## config.mk

```make
export PLATFORM = sky130hd
export DESIGN_NAME = pong_frame_engine
export DESIGN_NICKNAME = d
export VERILOG_FILES = /design/src/rtl/pong_pkg.sv /design/src/rtl/pong_paddle.sv /design/src/rtl/pong_frame_engine.sv
export SDC_FILE = /design/constraint.sdc
export NUM_CORES = 1
export LEC_CHECK = 0
export ABC_AREA = 1
export CAP_MARGIN = 25
export CORE_ASPECT_RATIO = 1.2
export CORE_UTILIZATION = 46
export DETAILED_ROUTE_END_ITERATION = 7
export GPL_TIMING_DRIVEN = 0
export SETUP_SLACK_MARGIN = 0.1
export SLEW_MARGIN = 10
export SYNTH_ARGS = -nofsm -noshare
export SYNTH_HDL_FRONTEND = slang
export SYNTH_SLANG_ARGS = --single-unit
```

## constraint.sdc

```tcl
create_clock -name i_CLK -period 3.3 [get_ports i_CLK]
set_clock_uncertainty 0.1 [all_clocks]
set_input_delay 0.33 -clock i_CLK [delete_from_list [all_inputs] [get_ports i_CLK]]
set_output_delay 0.33 -clock i_CLK [all_outputs]
set_load 0.005 [all_outputs]
```

## src/rtl/pong_pkg.sv

```systemverilog
// Shared screen geometry, colours and game-state encoding for the pong frame engine.
package pong_pkg;

    localparam int unsigned ACTIVE_COLS = 640;
    localparam int unsigned ACTIVE_ROWS = 480;

    localparam logic [8:0] COLOUR_BLACK = 9'b000_000_000;
    localparam logic [8:0] COLOUR_WHITE = 9'b111_111_111;
    localparam logic [8:0] COLOUR_GREY  = 9'b011_011_011;

    typedef enum logic [1:0] {
        StIdle   = 2'd0,
        StPlay   = 2'd1,
        StScored = 2'd2,
        StOver   = 2'd3
    } game_state_e;

endpackage

```

## src/rtl/pong_paddle.sv

```systemverilog
// One paddle: 2-flop button synchronisers plus per-frame movement clamped to the screen.
module pong_paddle import pong_pkg::*; #(
    parameter int unsigned PADDLE_H     = 64,
    parameter int unsigned PADDLE_SPEED = 4,
    parameter int unsigned RESET_Y      = 208
) (
    input  logic       clk_i,
    input  logic       rst_ni,
    input  logic       tick_i,
    input  logic       up_i,
    input  logic       dn_i,
    output logic       up_sync_o,
    output logic       dn_sync_o,
    output logic [9:0] y_o
);

    localparam logic [10:0] YMax = 11'(ACTIVE_ROWS - PADDLE_H);
    localparam logic [10:0] Step = 11'(PADDLE_SPEED);

    logic [1:0]  up_sync_q, dn_sync_q;
    logic [9:0]  y_d, y_q;
    logic [10:0] y_ext;

    always_ff @(posedge clk_i or negedge rst_ni) begin
        if (!rst_ni) begin
            up_sync_q <= 2'b00;
            dn_sync_q <= 2'b00;
            y_q       <= 10'(RESET_Y);
        end else begin
            up_sync_q <= {up_sync_q[0], up_i};
            dn_sync_q <= {dn_sync_q[0], dn_i};
            y_q       <= y_d;
        end
    end

    assign up_sync_o = up_sync_q[1];
    assign dn_sync_o = dn_sync_q[1];
    assign y_ext     = {1'b0, y_q};

    // Both or neither pressed holds the paddle.
    always_comb begin
        y_d = y_q;
        if (tick_i && up_sync_o && !dn_sync_o) begin
            y_d = (y_ext < Step) ? 10'd0 : 10'(y_ext - Step);
        end else if (tick_i && dn_sync_o && !up_sync_o) begin
            y_d = (y_ext + Step > YMax) ? 10'(YMax) : 10'(y_ext + Step);
        end
    end

    assign y_o = y_q;

endmodule

```

## src/rtl/pong_frame_engine.sv

```systemverilog
// Pong game state and pixel generator behind a 640x480 VGA timing source.
// Define PONG_CENTER_LINE_EN to draw a dashed grey net down the middle.
module pong_frame_engine import pong_pkg::*; #(
    parameter int unsigned BALL_SIZE    = 8,
    parameter int unsigned BALL_SPEED   = 2,
    parameter int unsigned PADDLE_W     = 8,
    parameter int unsigned PADDLE_H     = 64,
    parameter int unsigned PADDLE_SPEED = 4,
    parameter int unsigned P1_X         = 16,
    parameter int unsigned P2_X         = 616,
    parameter int unsigned HOLD_FRAMES  = 60,
    parameter int unsigned WIN_SCORE    = 9
) (
    input  logic       i_CLK,
    input  logic       i_RST_N,
    input  logic       i_HSync,
    input  logic       i_VSync,
    input  logic [9:0] i_x_pos,
    input  logic [9:0] i_y_pos,
    input  logic       i_P1_up,
    input  logic       i_P1_dn,
    input  logic       i_P2_up,
    input  logic       i_P2_dn,
    output logic       o_HSync,
    output logic       o_VSync,
    output logic [2:0] o_Red,
    output logic [2:0] o_Grn,
    output logic [2:0] o_Blu,
    output logic [3:0] o_score_p1,
    output logic [3:0] o_score_p2
);

    localparam logic [10:0] Bs     = 11'(BALL_SIZE);
    localparam logic [10:0] Spd    = 11'(BALL_SPEED);
    localparam logic [10:0] Pw     = 11'(PADDLE_W);
    localparam logic [10:0] Ph     = 11'(PADDLE_H);
    localparam logic [10:0] P1x    = 11'(P1_X);
    localparam logic [10:0] P2x    = 11'(P2_X);
    localparam logic [10:0] P1Edge = P1x + Pw;
    localparam logic [10:0] Cols   = 11'(ACTIVE_COLS);
    localparam logic [10:0] Rows   = 11'(ACTIVE_ROWS);
    localparam logic [9:0]  BallX0 = 10'((ACTIVE_COLS - BALL_SIZE) / 2);
    localparam logic [9:0]  BallY0 = 10'((ACTIVE_ROWS - BALL_SIZE) / 2);
    localparam logic [7:0]  HoldLast = 8'(HOLD_FRAMES - 1);
    localparam logic [3:0]  WinScore = 4'(WIN_SCORE);

    logic        tick, any_btn;
    logic        p1_up_s, p1_dn_s, p2_up_s, p2_dn_s;
    logic [9:0]  p1_y, p2_y;
    game_state_e state_d, state_q;
    logic [9:0]  bx_d, bx_q, by_d, by_q, by_mv;
    logic        dx_d, dx_q, dy_d, dy_q, dy_mv, serve_dx_d, serve_dx_q;
    logic [7:0]  hold_d, hold_q;
    logic [3:0]  score1_d, score1_q, score2_d, score2_q;
    logic [8:0]  rgb_d, rgb_q;
    logic        hsync_q, vsync_q;
    logic [10:0] bx_e, by_e, x_e, y_e, p1y_e, p2y_e;
    logic        hit1, hit2, miss_l, miss_r, on_ball, on_p1, on_p2;

    pong_paddle #(
        .PADDLE_H    (PADDLE_H),
        .PADDLE_SPEED(PADDLE_SPEED),
        .RESET_Y     ((ACTIVE_ROWS - PADDLE_H) / 2)
    ) u_p1 (
        .clk_i    (i_CLK),
        .rst_ni   (i_RST_N),
        .tick_i   (tick),
        .up_i     (i_P1_up),
        .dn_i     (i_P1_dn),
        .up_sync_o(p1_up_s),
        .dn_sync_o(p1_dn_s),
        .y_o      (p1_y)
    );

    pong_paddle #(
        .PADDLE_H    (PADDLE_H),
        .PADDLE_SPEED(PADDLE_SPEED),
        .RESET_Y     ((ACTIVE_ROWS - PADDLE_H) / 2)
    ) u_p2 (
        .clk_i    (i_CLK),
        .rst_ni   (i_RST_N),
        .tick_i   (tick),
        .up_i     (i_P2_up),
        .dn_i     (i_P2_dn),
        .up_sync_o(p2_up_s),
        .dn_sync_o(p2_dn_s),
        .y_o      (p2_y)
    );

    assign tick    = (i_x_pos == 10'd0) && (i_y_pos == 10'd480);
    assign any_btn = p1_up_s | p1_dn_s | p2_up_s | p2_dn_s;
    assign bx_e    = {1'b0, bx_q};
    assign by_e    = {1'b0, by_q};
    assign x_e     = {1'b0, i_x_pos};
    assign y_e     = {1'b0, i_y_pos};
    assign p1y_e   = {1'b0, p1_y};
    assign p2y_e   = {1'b0, p2_y};

    // Candidate ball motion for this frame; only committed in PLAY on a tick.
    always_comb begin
        by_mv = by_q;
        dy_mv = dy_q;
        if (dy_q) begin
            if (by_e + Bs + Spd >= Rows) begin
                by_mv = 10'(Rows - Bs);
                dy_mv = 1'b0;
            end else begin
                by_mv = 10'(by_e + Spd);
            end
        end else if (by_e < Spd) begin
            by_mv = 10'd0;
            dy_mv = 1'b1;
        end else begin
            by_mv = 10'(by_e - Spd);
        end
        hit1   = !dx_q && (bx_e >= P1Edge) && (bx_e < P1Edge + Spd)
                 && (by_e + Bs > p1y_e) && (by_e < p1y_e + Ph);
        hit2   = dx_q && (bx_e + Bs > P2x - Spd) && (bx_e + Bs <= P2x)
                 && (by_e + Bs > p2y_e) && (by_e < p2y_e + Ph);
        miss_l = !dx_q && !hit1 && (bx_e < Spd);
        miss_r = dx_q && !hit2 && (bx_e + Bs + Spd > Cols);
    end

    always_comb begin
        state_d    = state_q;
        bx_d       = bx_q;
        by_d       = by_q;
        dx_d       = dx_q;
        dy_d       = dy_q;
        serve_dx_d = serve_dx_q;
        hold_d     = hold_q;
        score1_d   = score1_q;
        score2_d   = score2_q;
        if (tick) begin
            case (state_q)
                StIdle: begin
                    if (any_btn) begin
                        state_d = StPlay;
                        dx_d    = serve_dx_q;
                        dy_d    = 1'b1;
                    end
                end
                StPlay: begin
                    by_d = by_mv;
                    dy_d = dy_mv;
                    if (hit1) begin
                        bx_d = 10'(P1Edge);
                        dx_d = 1'b1;
                    end else if (hit2) begin
                        bx_d = 10'(P2x - Bs);
                        dx_d = 1'b0;
                    end else if (miss_l) begin
                        score2_d   = score2_q + 4'd1;
                        serve_dx_d = 1'b0;
                        hold_d     = 8'd0;
                        state_d    = StScored;
                    end else if (miss_r) begin
                        score1_d   = score1_q + 4'd1;
                        serve_dx_d = 1'b1;
                        hold_d     = 8'd0;
                        state_d    = StScored;
                    end else begin
                        bx_d = dx_q ? 10'(bx_e + Spd) : 10'(bx_e - Spd);
                    end
                end
                StScored: begin
                    if (hold_q == HoldLast) begin
                        state_d = (score1_q == WinScore || score2_q == WinScore) ? StOver : StIdle;
                        bx_d    = BallX0;
                        by_d    = BallY0;
                    end else begin
                        hold_d = hold_q + 8'd1;
                    end
                end
                default: begin
                    if (any_btn) begin
                        score1_d = 4'd0;
                        score2_d = 4'd0;
                        state_d  = StIdle;
                    end
                end
            endcase
        end
    end

    always_comb begin
        on_ball = (state_q != StOver) && (x_e >= bx_e) && (x_e < bx_e + Bs)
                  && (y_e >= by_e) && (y_e < by_e + Bs);
        on_p1   = (x_e >= P1x) && (x_e < P1x + Pw) && (y_e >= p1y_e) && (y_e < p1y_e + Ph);
        on_p2   = (x_e >= P2x) && (x_e < P2x + Pw) && (y_e >= p2y_e) && (y_e < p2y_e + Ph);
        rgb_d   = COLOUR_BLACK;
        if ((x_e < Cols) && (y_e < Rows)) begin
            if (on_ball || on_p1 || on_p2) begin
                rgb_d = COLOUR_WHITE;
            end
`ifdef PONG_CENTER_LINE_EN
            else if ((x_e >= 11'd318) && (x_e <= 11'd321) && !i_y_pos[4]) begin
                rgb_d = COLOUR_GREY;
            end
`endif
        end
    end

    always_ff @(posedge i_CLK or negedge i_RST_N) begin
        if (!i_RST_N) begin
            state_q    <= StIdle;
            bx_q       <= BallX0;
            by_q       <= BallY0;
            dx_q       <= 1'b1;
            dy_q       <= 1'b1;
            serve_dx_q <= 1'b1;
            hold_q     <= 8'd0;
            score1_q   <= 4'd0;
            score2_q   <= 4'd0;
            rgb_q      <= COLOUR_BLACK;
            hsync_q    <= 1'b1;
            vsync_q    <= 1'b1;
        end else begin
            state_q    <= state_d;
            bx_q       <= bx_d;
            by_q       <= by_d;
            dx_q       <= dx_d;
            dy_q       <= dy_d;
            serve_dx_q <= serve_dx_d;
            hold_q     <= hold_d;
            score1_q   <= score1_d;
            score2_q   <= score2_d;
            rgb_q      <= rgb_d;
            hsync_q    <= i_HSync;
            vsync_q    <= i_VSync;
        end
    end

    assign o_HSync    = hsync_q;
    assign o_VSync    = vsync_q;
    assign o_Red      = rgb_q[8:6];
    assign o_Grn      = rgb_q[5:3];
    assign o_Blu      = rgb_q[2:0];
    assign o_score_p1 = score1_q;
    assign o_score_p2 = score2_q;

endmodule

```

==> summary.md <==
| Metric | Value |
|---|---|
| Die ar. | `around 17000 um^2` |
| EDFF count, synth | `0` |
| HPWL Detailed | `between 15000 and 20000 um` |
| Start point of the worst min-delay path | `u_p2.up_sync_q[0]` |
| Post-placement cell count | `~1.4k` |
| Final hold slack | `approximately 0.25 ns` |
| Hold-critical path depth | `0` |
| Max stage delay on crit path | `0.59 ns` |
| Number of buffers added on ports | `46` |
| Number of pins with negative max-slew slack in the final report | `0` |
| Final hold violation count | `0` |
| Post-Syn Area | `7680 um^2` |
| Overall die height | `144 um` |
| Floorplan row count | `51` |
| Cell Pwr Density | `roughly 210 nW/um^2` |
| Clock tree root buffer cell | `sky130_fd_sc_hd__clkbuf_16` |
| CP max stage cell | `sky130_fd_sc_hd__dfstp_2` |
| Instance area after placement | `about 8400 um^2` |
| Die boundary width | `~120 um` |
| Ys flop type | `sky130_fd_sc_hd__dfrtp_1` |
| R2r startpoint | `by_q[3]` |
| Final GP Congestion | `a little under 0.9` |
| Final routed wire length divided by cell count | `roughly 16 um` |
| Worst VDD drop | `approximately 230 uV` |
| Relative slew margins | `0.589` |
| GRT Overall Usage | `0.262` |
| Final Worst Setup Slack | `approximately 0.13 ns` |
| Proportion of synthesized area in mux cells | `0` |
| Fin area | `9180 um^2` |
| TritonCTS clock tree | `yes` |
| Number of nets at the end of the flow | `around 1.3k` |
| Max capacitance violation total | `0` |
| Worst Reg2Reg Path Length in Cells | `18` |
| Pre-CTS worst setup slack | `-0.355 ns` |
| Peak clock frequency supported by timing | `roughly 320 MHz` |
| Routed WL | `22700 um` |
| Final setup violating endpoints | `0` |
| Arithmetic-cell share of the synthesized area counting full adders, half adders and majority gates | `0.189` |
| Number of global-route vias before repair | `between 6k and 7k` |
| Number of antenna violations at the first check in global routing | `0` |
| Number of synthesized register bits | `66` |
| Register-to-register setup slack | `between 0.1 and 0.15 ns` |
| Synthesized Nets | `around 1.3k` |
| Utilization after layout | `0.564` |
| Number of buffers created by CTS | `9` |
| I/O pin cnt | `47` |
| Filler cell count | `between 1.5k and 2k` |
| CTS HTree Levels | `3` |
| Post-synth cell types | `55` |
| Wire length of the first global-routing pass | `35000 um` |
| Source-to-sink clock delay at the later pin of the worst-skew pair | `0.36 ns` |
| Largest net degree at the start of global routing | `36` |
| Total congestion overflow after global routing | `0` |
| Total via count in the routed design | `7643` |
| Final Non-Filler Cells | `1413` |
| Residual DRC count | `0` |
| Sequence of cells on the critical path | `buf_8 > nand3_4 > nor2_4 > xor2_2 > inv_2 > ha_4 > nand2_1 > nor2_2 > nand2_1 > nand2_2 > inv_1 > nor2_2 > nand3_2 > nand3_4 > nand2_4 > nand2_8 > nand2_4 > o21ai_1` |
| Synth-to-Final Area Change | `19.5%` |
| Cell leakage power | `about 4.3 nW` |
| Post-synthesis area per instance | `6.89 um^2` |
| Combined area of the multi-input logic cells | `between 5000 and 6000 um^2` |
| Count of TritonRoute iterations in the first routing pass | `5` |
| Dominant combinational cell family by area after synthesis | `simple AND/OR/NAND/NOR gates` |
| Compound-gate portion of the synthesized area | `0.143` |
| Crit end category | `flop` |
| Storage cell area | `about 1700 um^2` |
| Min cycle time layout | `about 3.2 ns` |
| Hold-critical path endpoint | `u_p2.up_sync_q[1]` |
| Actual transition at the worst max-transition pin | `roughly 0.6 ns` |
| Setup repair after global routing missed its margin | `yes` |
| Final antenna diode count | `0` |
| Critical Path Fanout Max | `8` |
| Post-layout power | `around 2.0 mW` |
| Cells after Synth | `1114` |
| Core outline area | `between 15000 and 20000 um^2` |
| Run status | `completed` |
| Number of vias per cell | `roughly 5.4` |
| Area share of the largest cell type after synthesis | `0.189` |
| Buffer levels on the longest clock path | `2` |
| Number of routed nets with antenna violations | `0` |
| Initial standard-cell utilization of the core | `0.472` |
| Simple-gate portion of the synthesized area | `0.312` |
| Register clock-pin slew on the reported worst setup and hold paths | `0.06 ns` |
| FF-to-FF End | `bx_q[9]` |
| Share of synthesized area occupied by flip-flops and latches | `0.218` |
| Path type of the worst setup path | `reg2reg` |
| Type of element launching the critical path | `flop` |
| # clock sinks | `66` |
| Post-route clock period utilization | `0.960` |
| Leading cell types by total area after synthesis | `sky130_fd_sc_hd__ha_1, sky130_fd_sc_hd__dfrtp_1, sky130_fd_sc_hd__nand2_1` |
| Top cell type by total area after synthesis | `sky130_fd_sc_hd__ha_1` |
| Required time of the critical path | `3.47 ns` |
| Fraction of registers with async set/reset | `1.00` |
| Total negative slack | `0 ns` |
| Layout cell share with drive strength beyond 1 | `0.137` |
| Number of warning messages in the yosys log | `0` |
| Number of DRC violations after detailed-routing iteration 0 | `between 300 and 400` |
| Post-synthesis xor/xnor area fraction | `0.0433` |
| Type of the worst min-delay path | `reg2reg` |
| Arrival time at the worst endpoint | `roughly 3.3 ns` |
## layout by cell type (no fill, tap or decap), types with 14 or more instances in the layout
| cell | synthesis | final |
|---|---|---|
| sky130_fd_sc_hd__a21oi_1 | 69 | 66 |
| sky130_fd_sc_hd__buf_4 | 12 | 34 |
| sky130_fd_sc_hd__clkdlybuf4s50_1 | 0 | 44 |
| sky130_fd_sc_hd__dfrtp_1 | 45 | 43 |
| sky130_fd_sc_hd__dfstp_2 | 21 | 21 |
| sky130_fd_sc_hd__ha_1 | 116 | 110 |
| sky130_fd_sc_hd__inv_1 | 141 | 135 |
| sky130_fd_sc_hd__nand2_1 | 254 | 246 |
| sky130_fd_sc_hd__nand2_2 | 8 | 14 |
| sky130_fd_sc_hd__nand3_1 | 60 | 58 |
| sky130_fd_sc_hd__nand4_1 | 32 | 32 |
| sky130_fd_sc_hd__nor2_1 | 111 | 106 |
| sky130_fd_sc_hd__nor3_1 | 17 | 17 |
| sky130_fd_sc_hd__o211ai_1 | 14 | 14 |
| sky130_fd_sc_hd__o21ai_0 | 51 | 50 |
| sky130_fd_sc_hd__xor2_1 | 34 | 30 |
## cell type report
type                    count  area share
clock buffers               9      0.0245
clock inverters             7     0.00627
inverters                 146      0.0608
multi-input cells         876       0.604
repair buffers             70      0.0714
flip-flops and latches     66       0.183
plain buffers              27      0.0209
well taps                 212      0.0289
## worst max path at each step
stage	start	to	slack (ns)	cells past startpoint
after floorplan	by_q[3]	hold_q[1]	0.35	19
after CTS	by_q[6]	hold_q[1]	0.12	17
after detailed placement	by_q[3]	bx_q[9]	-0.36	20
final	by_q[3]	bx_q[9]	0.13	18
after global placement	i_RST_N	u_p1.y_o[9]	-0.74	1
after global routing	by_q[3]	bx_q[9]	-0.04	19
## repair_timing
item | 4_1_cts | 5_1_grt
setup buffers | 6 | 15
gates cloned | 0 | 2
pin swaps | 3 | 24
endpoints found under the hold margin | 21 | 0
hold buffers | 1 | 0
gates resized for setup | 19 | 44
setup endpoints to repair | 25 | 25
## cells by family (layout without fill, tap and decap cells)
group / after synthesis / in the layout
AO/OA/AOI/OAI: 189 / 189
XOR/XNOR: 38 / 38
adder cells (fa/ha/maj): 116 / 116
buffers and inverters: 173 / 259
flip-flops: 66 / 66
AND/OR/NAND/NOR: 532 / 533
## registers in the layout, summed over array words and instances (netlist names), 4 cells and up
| name | cells |
|---|---|
| u_p1.y_o | 8 |
| u_p2.y_o | 8 |
| by_q | 9 |
| o_score_p2 | 4 |
| bx_q | 9 |
| hold_q | 8 |
| o_score_p1 | 4 |
## critical path, delay by kind of cell, from the launching register on
kind,cells,cell delay (ns)
AO/OA/AOI/OAI,1,0.17
XOR/XNOR,1,0.20
adder cells (fa/ha/maj),1,0.28
buffers and inverters,3,0.30
flip-flops,1,0.59
AND/OR/NAND/NOR,12,1.44
## routing by layer
layer / up-vias / routed length [um] / GRT usage
met5: - / 0 / 0
met4: 0 / 639 / 0.113
met3: 41 / 837 / 0.0254
met2: 169 / 11300 / 0.465
met1: 3528 / 9920 / 0.321
li1: 3905 / - / -
## where the power goes
part           leakage, nW  internal [mW]  switching, mW  total (mW)
logic                 3.43         0.0752         0.0989       0.174
registers            0.766          0.818        0.00321       0.821
clock network        0.135          0.521          0.435       0.956
total                 4.33           1.41          0.537        1.95
## cells in the mapped netlist, types with 12 or more instances
master                     instances
sky130_fd_sc_hd__a21oi_1          69
sky130_fd_sc_hd__buf_4            12
sky130_fd_sc_hd__dfrtp_1          45
sky130_fd_sc_hd__dfstp_2          21
sky130_fd_sc_hd__ha_1            116
sky130_fd_sc_hd__inv_1           141
sky130_fd_sc_hd__nand2_1         254
sky130_fd_sc_hd__nand3_1          60
sky130_fd_sc_hd__nand4_1          32
sky130_fd_sc_hd__nor2_1          111
sky130_fd_sc_hd__nor3_1           17
sky130_fd_sc_hd__o211ai_1         14
sky130_fd_sc_hd__o21ai_0          51
sky130_fd_sc_hd__xor2_1           34
Note: power is estimated with default switching activity, not from simulation.
